`src/rtl/store_bus_adapter_pkg.sv`:
```
// Shared store-unit types and pure lane helpers, reused by the load side.
package store_bus_adapter_pkg;

    typedef enum logic [1:0] {
        BYTE = 2'b00,
        HALF = 2'b01,
        WORD = 2'b10
    } store_width_t;

    typedef enum logic [1:0] {
        ST_IDLE     = 2'b00,
        ST_ISSUE    = 2'b01,
        ST_WAIT_ACK = 2'b10,
        ST_DONE     = 2'b11
    } adapter_state_t;

    function automatic logic [3:0] strobe_gen(input logic [1:0] width, input logic [1:0] addr_lo);
        logic [3:0] strobe;
        case (width)
            BYTE:    strobe = 4'b0001 << addr_lo;
            HALF:    strobe = addr_lo[1] ? 4'b1100 : 4'b0011;
            WORD:    strobe = 4'b1111;
            default: strobe = 4'b0000;
        endcase
        return strobe;
    endfunction

    function automatic logic [31:0] lane_replicate(input logic [1:0] width, input logic [31:0] data);
        logic [31:0] lanes;
        case (width)
            BYTE:    lanes = {4{data[7:0]}};
            HALF:    lanes = {2{data[15:0]}};
            default: lanes = data;
        endcase
        return lanes;
    endfunction

    // Reserved encoding 2'b11 is rejected like a misaligned access.
    function automatic logic is_misaligned(input logic [1:0] width, input logic [1:0] addr_lo);
        logic mis;
        case (width)
            BYTE:    mis = 1'b0;
            HALF:    mis = addr_lo[0];
            WORD:    mis = (addr_lo != 2'b00);
            default: mis = 1'b1;
        endcase
        return mis;
    endfunction

endpackage

```
`src/rtl/store_bus_adapter_checker.sv`:
```
// Protocol checker: the store buffer must only present an entry while the adapter is idle.
module store_bus_adapter_checker (
    input logic clk_i,
    input logic rst_n_i,
    input logic store_request_i,
    input logic idle
);

    request_only_when_idle: assert property (@(posedge clk_i) disable iff (!rst_n_i)
        store_request_i |-> idle);

endmodule

```
`src/rtl/store_bus_adapter_lane_aligner.sv`:
```
// Combinational byte-lane alignment: replicated data, strobe and misalignment flag.
module store_lane_aligner
    import store_bus_adapter_pkg::*;
(
    input  logic [1:0]  addr_lo,
    input  logic [31:0] data,
    input  logic [1:0]  width,
    output logic [31:0] lane_data,
    output logic [3:0]  strobe,
    output logic        misaligned
);

    assign lane_data  = lane_replicate(width, data);
    assign strobe     = strobe_gen(width, addr_lo);
    assign misaligned = is_misaligned(width, addr_lo);

endmodule

```
`src/rtl/store_bus_adapter.sv`:
```
// Converts one committed store into a strobed bus write with bounded retry and ack timeout.
module store_bus_adapter
    import store_bus_adapter_pkg::*;
#(
    parameter int MAX_RETRY      = 2,
    parameter int TIMEOUT_CYCLES = 64
) (
    input  logic        clk_i,
    input  logic        rst_n_i,
    input  logic        store_request_i,
    input  logic [31:0] store_address_i,
    input  logic [31:0] store_data_i,
    input  logic [1:0]  store_width_i,
    output logic        store_done_o,
    output logic        misaligned_o,
    output logic        bus_error_o,
    output logic        bus_valid_o,
    input  logic        bus_ready_i,
    output logic [31:0] bus_address_o,
    output logic [31:0] bus_data_o,
    output logic [3:0]  bus_strobe_o,
    input  logic        bus_ack_i,
    input  logic        bus_error_i
);

    localparam int TW = $clog2(TIMEOUT_CYCLES + 1);
    localparam int RW = (MAX_RETRY > 0) ? $clog2(MAX_RETRY + 1) : 1;
    localparam logic [TW-1:0] TMO_LAST = TW'(TIMEOUT_CYCLES - 1);
    localparam logic [TW-1:0] TMO_SAT  = {TW{1'b1}};
    localparam logic [RW-1:0] RETRY_LIMIT = RW'(MAX_RETRY);

    adapter_state_t state_r;
    logic [TW-1:0]  tmo_cnt_r;
    logic [RW-1:0]  retry_cnt_r;
    logic [31:0]    addr_r;
    logic [31:0]    data_r;
    logic [3:0]     strobe_r;
    logic           valid_r;
    logic           done_r;
    logic           misaligned_r;
    logic           bus_error_r;

    logic [31:0]    lane_data_s;
    logic [3:0]     strobe_s;
    logic           misaligned_s;
    logic           attempt_failed_s;

    store_lane_aligner u_aligner (
        .addr_lo    (store_address_i[1:0]),
        .data       (store_data_i),
        .width      (store_width_i),
        .lane_data  (lane_data_s),
        .strobe     (strobe_s),
        .misaligned (misaligned_s)
    );

    store_bus_adapter_checker u_checker (
        .clk_i           (clk_i),
        .rst_n_i         (rst_n_i),
        .store_request_i (store_request_i),
        .idle            (state_r == ST_IDLE)
    );

    // Error takes priority over a simultaneous ack; silence past the window also fails the attempt.
    always_comb begin
        attempt_failed_s = 1'b0;
        if (bus_error_i) begin
            attempt_failed_s = 1'b1;
        end else if (!bus_ack_i && (tmo_cnt_r == TMO_LAST)) begin
            attempt_failed_s = 1'b1;
        end else begin
            attempt_failed_s = 1'b0;
        end
    end

    // Adapter FSM with registered bus and completion outputs.
    always_ff @(posedge clk_i or negedge rst_n_i) begin
        if (!rst_n_i) begin
            state_r      <= ST_IDLE;
            tmo_cnt_r    <= '0;
            retry_cnt_r  <= '0;
            addr_r       <= 32'h0000_0000;
            data_r       <= 32'h0000_0000;
            strobe_r     <= 4'b0000;
            valid_r      <= 1'b0;
            done_r       <= 1'b0;
            misaligned_r <= 1'b0;
            bus_error_r  <= 1'b0;
        end else begin
            case (state_r)
                ST_IDLE: begin
                    if (store_request_i) begin
                        addr_r   <= {store_address_i[31:2], 2'b00};
                        data_r   <= lane_data_s;
                        strobe_r <= strobe_s;
                        if (misaligned_s) begin
                            state_r      <= ST_DONE;
                            done_r       <= 1'b1;
                            misaligned_r <= 1'b1;
                        end else begin
                            state_r <= ST_ISSUE;
                            valid_r <= 1'b1;
                        end
                    end
                end
                ST_ISSUE: begin
                    if (bus_ready_i) begin
                        state_r   <= ST_WAIT_ACK;
                        valid_r   <= 1'b0;
                        tmo_cnt_r <= '0;
                    end
                end
                ST_WAIT_ACK: begin
                    if (tmo_cnt_r != TMO_SAT) begin
                        tmo_cnt_r <= tmo_cnt_r + 1'b1;
                    end
                    if (attempt_failed_s) begin
                        if (retry_cnt_r < RETRY_LIMIT) begin
                            retry_cnt_r <= retry_cnt_r + 1'b1;
                            state_r     <= ST_ISSUE;
                            valid_r     <= 1'b1;
                        end else begin
                            state_r     <= ST_DONE;
                            done_r      <= 1'b1;
                            bus_error_r <= 1'b1;
                        end
                    end else if (bus_ack_i) begin
                        state_r <= ST_DONE;
                        done_r  <= 1'b1;
                    end
                end
                ST_DONE: begin
                    state_r      <= ST_IDLE;
                    done_r       <= 1'b0;
                    misaligned_r <= 1'b0;
                    bus_error_r  <= 1'b0;
                    retry_cnt_r  <= '0;
                end
                default: begin
                    state_r <= ST_IDLE;
                    valid_r <= 1'b0;
                    done_r  <= 1'b0;
                end
            endcase
        end
    end

    assign store_done_o  = done_r;
    assign misaligned_o  = misaligned_r;
    assign bus_error_o   = bus_error_r;
    assign bus_valid_o   = valid_r;
    assign bus_address_o = addr_r;
    assign bus_data_o    = data_r;
    assign bus_strobe_o  = strobe_r;

endmodule

```
`config.mk`:
```
export PLATFORM = sky130hd
export DESIGN_NAME = store_bus_adapter
export DESIGN_NICKNAME = d
export VERILOG_FILES = /design/src/rtl/store_bus_adapter_pkg.sv /design/src/rtl/store_bus_adapter_checker.sv /design/src/rtl/store_bus_adapter_lane_aligner.sv /design/src/rtl/store_bus_adapter.sv
export SDC_FILE = /design/constraint.sdc
export NUM_CORES = 1
export LEC_CHECK = 0
export CAP_MARGIN = 20
export CORE_AREA = 4 4 96 98
export CTS_BUF_LIST = sky130_fd_sc_hd__clkbuf_2
export CTS_CLUSTER_SIZE = 25
export DETAILED_ROUTE_END_ITERATION = 10
export DIE_AREA = 0 0 100 102
export PLACE_DENSITY = 0.79
export SKIP_CTS_REPAIR_TIMING = 1
export SLEW_MARGIN = 0
export SYNTH_ARGS = -nofsm -noshare
export SYNTH_HDL_FRONTEND = slang
export SYNTH_SLANG_ARGS = --single-unit
```
`constraint.sdc`:
```
create_clock -name clk_i -period 2.2 [get_ports clk_i]
set_input_delay 0.22 -clock clk_i [delete_from_list [all_inputs] [get_ports clk_i]]
set_output_delay 0.22 -clock clk_i [all_outputs]
set_load 0.05 [all_outputs]
```
Yosys cells after proc, flatten, opt, wreduce, memory -nomap -nowiden
Cells that the tools add are included.
Word-level totals
  memory bits (writable): 0
  bits in registers: 81
  logic and storage cells: 83
  ROM bits: 0
  output and inout bits: 72
  memories kept: 0
  latch bits: 0
Operators by class
  shift-type cells: 1
  $lt $le $gt $ge: 1
  multipliers: 0
  bitwise operators: 0
  add/sub/neg operators: 2
  reductions and logical operators: 18
  equality and inequality tests: 17
  divide/modulo/power cells: 0
  multiplexer cells: 34
Operators by type and width (number)
  one-hot mux 32 bit (2 select lines): 1
  2-to-1 mux 2 bit: 8
  != test 2 bit (second input constant): 8
  AND reduction 3 bit: 5
  2-to-1 mux 7 bit: 2
  one-hot mux 7 bit (2 select lines): 1
  2-to-1 mux 1 bit: 13
  one-hot mux 4 bit (3 select lines): 1
  one-hot mux 1 bit (3 select lines): 3
  one-hot mux 2 bit (4 select lines): 1
  nonzero test 2 bit: 4
  adder 7 x 1 -> 7 bit (second input constant): 1
  == test 7 x 6 -> 1 bit (second input constant): 1
  != test 7 bit (second input constant): 1
  == test 2 bit (second input constant): 3
  != test 3 bit (second input constant): 2
  AND reduction 6 bit: 1
  nonzero test 3 bit: 2
  AND reduction 5 bit: 1
  == test 2 x 1 -> 1 bit (second input constant): 2
  logical NOT 2 bit: 2
  2-to-1 mux 4 bit: 1
  one-hot mux 1 bit (2 select lines): 2
  one-hot mux 2 bit (2 select lines): 1
  other kinds (6): 6

Longest topological paths before layout
  depth in word-level cells: 6
  mapped depth: 7
  mapped depth without buffers: 6

Modules after synthesis
Synthesis repeated with hierarchy kept, for this count alone.
Unflattened totals
  cells, all modules: 314
  area total of the unflattened synthesis: 3965.1 um^2
By module, submodules not included
  store_bus_adapter: sequential area each 2026.9 um^2, times used 1, cells each 246, area an instance 3390.8 um^2
  store_lane_aligner: sequential area each 0.0 um^2, times used 1, cells each 68, area an instance 574.3 um^2

Least setup slack after synthesis
Ideal clock, no wire load.
  path kind: register to register
  from: register tmo_cnt_r[0]
  to: register done_r, in the netlist store_done_o
  cell stages (with the launch flop): 6
  path slack: 420 ps
  arrival time: 1652 ps
  clock period less this slack: 1780 ps
  library setup time: 128 ps
  cells stage by stage: dfrtp_1 > ha_1 > nand3_2 > o41a_1 > o2111ai_1 > mux2_1
Between the ends
  longest elaborated chain between the ends: 6
  elaborated cells between the ends (all ways): 9
RTL lines
  start: declaration: RTL line store_bus_adapter.sv:33  | logic [TW-1:0] tmo_cnt_r;
  start signal: assignment: RTL line store_bus_adapter.sv:115  | tmo_cnt_r <= tmo_cnt_r + 1'b1;
  == test 7 x 6 -> 1 bit *: RTL line store_bus_adapter.sv:69  | end else if (!bus_ack_i && (tmo_cnt_r == TMO_LAST)) begin
  logical AND 1 bit *: RTL line store_bus_adapter.sv:69
  2-to-1 mux 1 bit *: RTL line store_bus_adapter.sv:69
  2-to-1 mux 1 bit *: RTL line store_bus_adapter.sv:67  | if (bus_error_i) begin
  != test 3 bit (no line) or 2-to-1 mux 1 bit (tied branches)
  AND reduction 5 bit (no line) or one-hot mux 1 bit (3 select lines) (tied branches)
  end signal: assignment: RTL line store_bus_adapter.sv:86  | done_r <= 1'b0;
  end signal: assignment: RTL line store_bus_adapter.sv:98  | done_r <= 1'b1;
  end signal: assignment: RTL line store_bus_adapter.sv:124  | done_r <= 1'b1;
  end: declaration: RTL line store_bus_adapter.sv:39  | logic done_r;
Every way passes the cells marked *; elsewhere a longest branch is shown, timed or not.
A chain may end at the register's enable or synchronous reset.

Worst setup path after layout
  from: register state_r[0]
  to: register tmo_cnt_r[5]
Between the ends
  longest elaborated chain between the ends: 3
  elaborated cells between the ends (all ways): 7
RTL lines
  start: declaration: RTL line store_bus_adapter.sv:32  | adapter_state_t state_r;
  start signal: assignment: RTL line store_bus_adapter.sv:79  | state_r <= ST_IDLE;
  start signal: assignment: RTL line store_bus_adapter.sv:97  | state_r <= ST_DONE;
  start signal: assignment: RTL line store_bus_adapter.sv:101  | state_r <= ST_ISSUE;
  == test 2 bit or == test 2 x 1 -> 1 bit (tied branches): RTL line store_bus_adapter.sv:90  | case (state_r)
  != test 2 bit (no line) or nonzero test 2 bit (tied branches)
  AND reduction 3 bit (no line)
Parallel ways exist; a longest one is shown, timed or not.

==> impl_metrics.json <==
{
  "outcome": "finished clean",
  "rsz0062_at_grt": "false",
  "yosysWarnings": 0,
  "grtUsageTotal_pct": 19.2,
  "synthCells": 332,
  "reg2reg_from": "state_r[0]$_DFFE_PN0P_",
  "fill_cells": 653,
  "ant_nets": 0,
  "synth.cell_area_um2": 3710,
  "gp_congestion": 0.815,
  "ys_types": 40,
  "die_area_um2": 10200,
  "die_h_um": 102,
  "startpoint_type": "flip-flop",
  "cp.required_ps": 2630,
  "power.density_nw_per_um2": 1580,
  "diodes": 0,
  "crit_path_end_kind": "flip-flop",
  "wl_um": 9690,
  "hold_violations": 0,
  "reg2reg_to": "tmo_cnt_r[5]$_DFFE_PN0P_",
  "critPathSlowestCell": "or4_1",
  "path_cells": "inv_1 > ha_1 > mux2_2 > o31ai_1 > buf_4 > or4_1 > a21oi_1",
  "finalSetupViolations": 0,
  "multi_input_area_um2": 1570,
  "maxCapViolations": 0,
  "grt_start_max_net_pins": 63,
  "place_inst": 573,
  "cp_max_fo": 12,
  "min_to": "bus_address_o[2]$_DFFE_PN0P_",
  "setup_tns_ps": 0,
  "drt_iter0_drc": 94,
  "path_class": "reg -> reg",
  "cp_num_buf_inv": 2,
  "yosysSeqAreaShare_pct": 54.6,
  "drc_errors": 0,
  "io_pins": 144,
  "report.final.slew_viol_count": 0,
  "worstHoldStart": "store_address_i[2]",
  "fin_crit_sh_pct": 89.8,
  "portBuffers": 141,
  "routed-via-count": 3088,
  "tritoncts": "done",
  "grt_antenna_before_repair": 0,
  "path_clk_slew_ps": 230,
  "wl_per_cell_um": 16.4,
  "grt_overflow_total": 0,
  "worstHoldPathType": "in -> reg",
  "period_minus_slack_ps": 1980,
  "clk_path_buf_depth": 2,
  "vias_per_cell": 5.23,
  "cp_slowest_stage_delay_ps": 470,
  "drive_above_1_share_pct": 14.1,
  "core-area_um2": 8470,
  "worst_slew_pin_slew_ps": 802,
  "cts_made_buffers": 9,
  "min_path_cells": 2,
  "rr_worst_depth": 7,
  "clockRootBuffer": "clkbuf_2",
  "nets": 555,
  "fmax_mhz": 506,
  "p_leak_nw": 2.35,
  "row_count": 34,
  "seq_area_um2": 2030,
  "ff2ff_setup_slack_ps": 220,
  "grt_pass1_vias": 3207,
  "slew-limit-headroom_pct": 46.5,
  "dp_hpwl_um": 7320,
  "ys_ff_latch": 81,
  "clock-sinks": 81,
  "cpLargestDelayFamily": "simple AND/OR/NAND/NOR gates",
  "synth.avg_cell_area_um2": 11.2,
  "fin_skew_ps": 32.0,
  "drt_first_pass_iters": 4,
  "clk_latency_ps": 500,
  "crit_arrival_ps": 2410,
  "total_power_mw": 8.46,
  "area_delta_synth_final_pct": 44.7,
  "stdcell_count": 590,
  "start_util_pct": 43.8,
  "preCtsSetupSlack_ps": 245,
  "grt_pass1_wl_um": 15600,
  "die_w_um": 100,
  "ir_drop_mv": 1.19,
  "cts_htree_levels": 3,
  "setup_slack_ps": 224
}
## cell type report
class | instances | area share (%)
flip-flops and latches | 81 | 37.8
multi-input cells | 223 | 29.2
repair buffers | 152 | 28.3
well taps | 108 | 2.52
clock buffers | 10 | 0.932
inverters | 10 | 0.699
clock inverters | 6 | 0.629
## kinds of logic after synthesis
logic type / Yosys count / synth area share, %
simple gates: 80 / 9.75
compound gates: 70 / 11.2
buf+inv: 29 / 3.44
fa+ha+maj: 6 / 2.02
other cells: 1 / 0.101
flops: 81 / 54.6
mux: 65 / 18.9
## metal layers
layer / global-route usage, % / wire (µm) / up-vias
met1: 22.0 / 3730 / 1519
li1: - / - / 1454
met3: 8.60 / 971 / 15
met4: 6.32 / 155 / 0
met2: 32.4 / 4830 / 100
met5: 0 / 0 / -
## sequential cells by signal, summed over array words and instances (netlist names)
signal / cells
bus_data_o: 32
bus_address_o: 30
tmo_cnt_r: 7
bus_strobe_o: 4
retry_cnt_r: 2
state_r: 2
bus_error_o: 1
bus_valid_o: 1
misaligned_o: 1
store_done_o: 1
## worst max-delay path by stage
| stage | startpoint | to | cells past startpoint |
|---|---|---|---|
| global placement | store_width_i[0] | bus_data_o[15]$_DFFE_PN0P_ | 5 |
| floorplan | tmo_cnt_r[0]$_DFFE_PN0P_ | store_done_o$_DFFE_PN0P_ | 5 |
| detailed placement | state_r[0]$_DFFE_PN0P_ | tmo_cnt_r[5]$_DFFE_PN0P_ | 7 |
| finish | state_r[0]$_DFFE_PN0P_ | tmo_cnt_r[5]$_DFFE_PN0P_ | 7 |
| global route | state_r[0]$_DFFE_PN0P_ | tmo_cnt_r[5]$_DFFE_PN0P_ | 7 |
| CTS | bus_data_o[10]$_DFFE_PN0P_ | bus_data_o[10] | 1 |
## power breakdown
part	internal [mW]	switching, mW
Combinational	1.90	3.37
Clock	0.147	0.509
Sequential	2.16	0.380
Total	4.20	4.25
## stage by stage
| stage | utilization [%] | instance area [µm²] | hold WS (ps) |
|---|---|---|---|
| 6_report | 63.4 | 5370 | 308 |
| 5_1_grt | 63.4 | 5370 | 246 |
| 4_1_cts | 63.3 | 5360 | -255 |
| 3_5_place_dp | 62.3 | 5280 | 361 |
| 3_3_place_gp | 62.3 | 5280 | 356 |
| 2_1_floorplan | - | 3710 | -75.6 |
## synth_stat cells
master	number	area share, %
nand3_2	1	0.27
or4_1	2	0.40
o41ai_1	1	0.24
a211oi_1	1	0.20
o2bb2ai_1	1	0.24
mux2i_1	25	6.7
buf_1	1	0.10
o21ba_2	1	0.27
inv_1	10	1.0
nor3b_1	2	0.40
nand3_1	1	0.13
a311o_1	1	0.27
ha_1	6	2.0
and2b_1	2	0.40
buf_2	6	0.81
nor2_2	1	0.17
a211o_1	1	0.24
o31ai_1	5	1.0
o2111ai_1	1	0.24
nand2_1	41	4.1
conb_1	1	0.10
nor2_1	16	1.6
o21ai_0	34	4.6
nor3_1	5	0.67
a21oi_1	17	2.3
a31oi_1	1	0.17
nor4_1	3	0.51
a2111o_1	1	0.30
mux2_1	1	0.30
o221ai_1	1	0.24
nand2b_1	2	0.34
mux2_2	39	12
clkbuf_1	9	0.91
dfrtp_1	81	55
a21o_1	2	0.40
nand4_1	1	0.17
o22ai_1	1	0.17
or3_1	3	0.51
o41a_1	1	0.30
buf_4	3	0.61
## cells in the final DEF, fill, tap and decap left out, types with 2 or more instances in the layout
cell and instances:
a21o_1 2, a21oi_1 17, and2b_1 2, buf_12 2, buf_4 9, clkbuf_2 10
clkdlybuf4s50_1 140, clkinv_1 2, clkinv_2 2, conb_1 2, dfrtp_1 81, ha_1 6
inv_1 10, mux2_2 39, mux2i_1 25, nand2_1 40, nand2b_1 2, nor2_1 16
nor3_1 5, nor3b_1 2, nor4_1 3, o21ai_0 34, o31ai_1 5, or3_1 3
or4_1 2
Note: power is estimated with default switching activity, not from simulation.
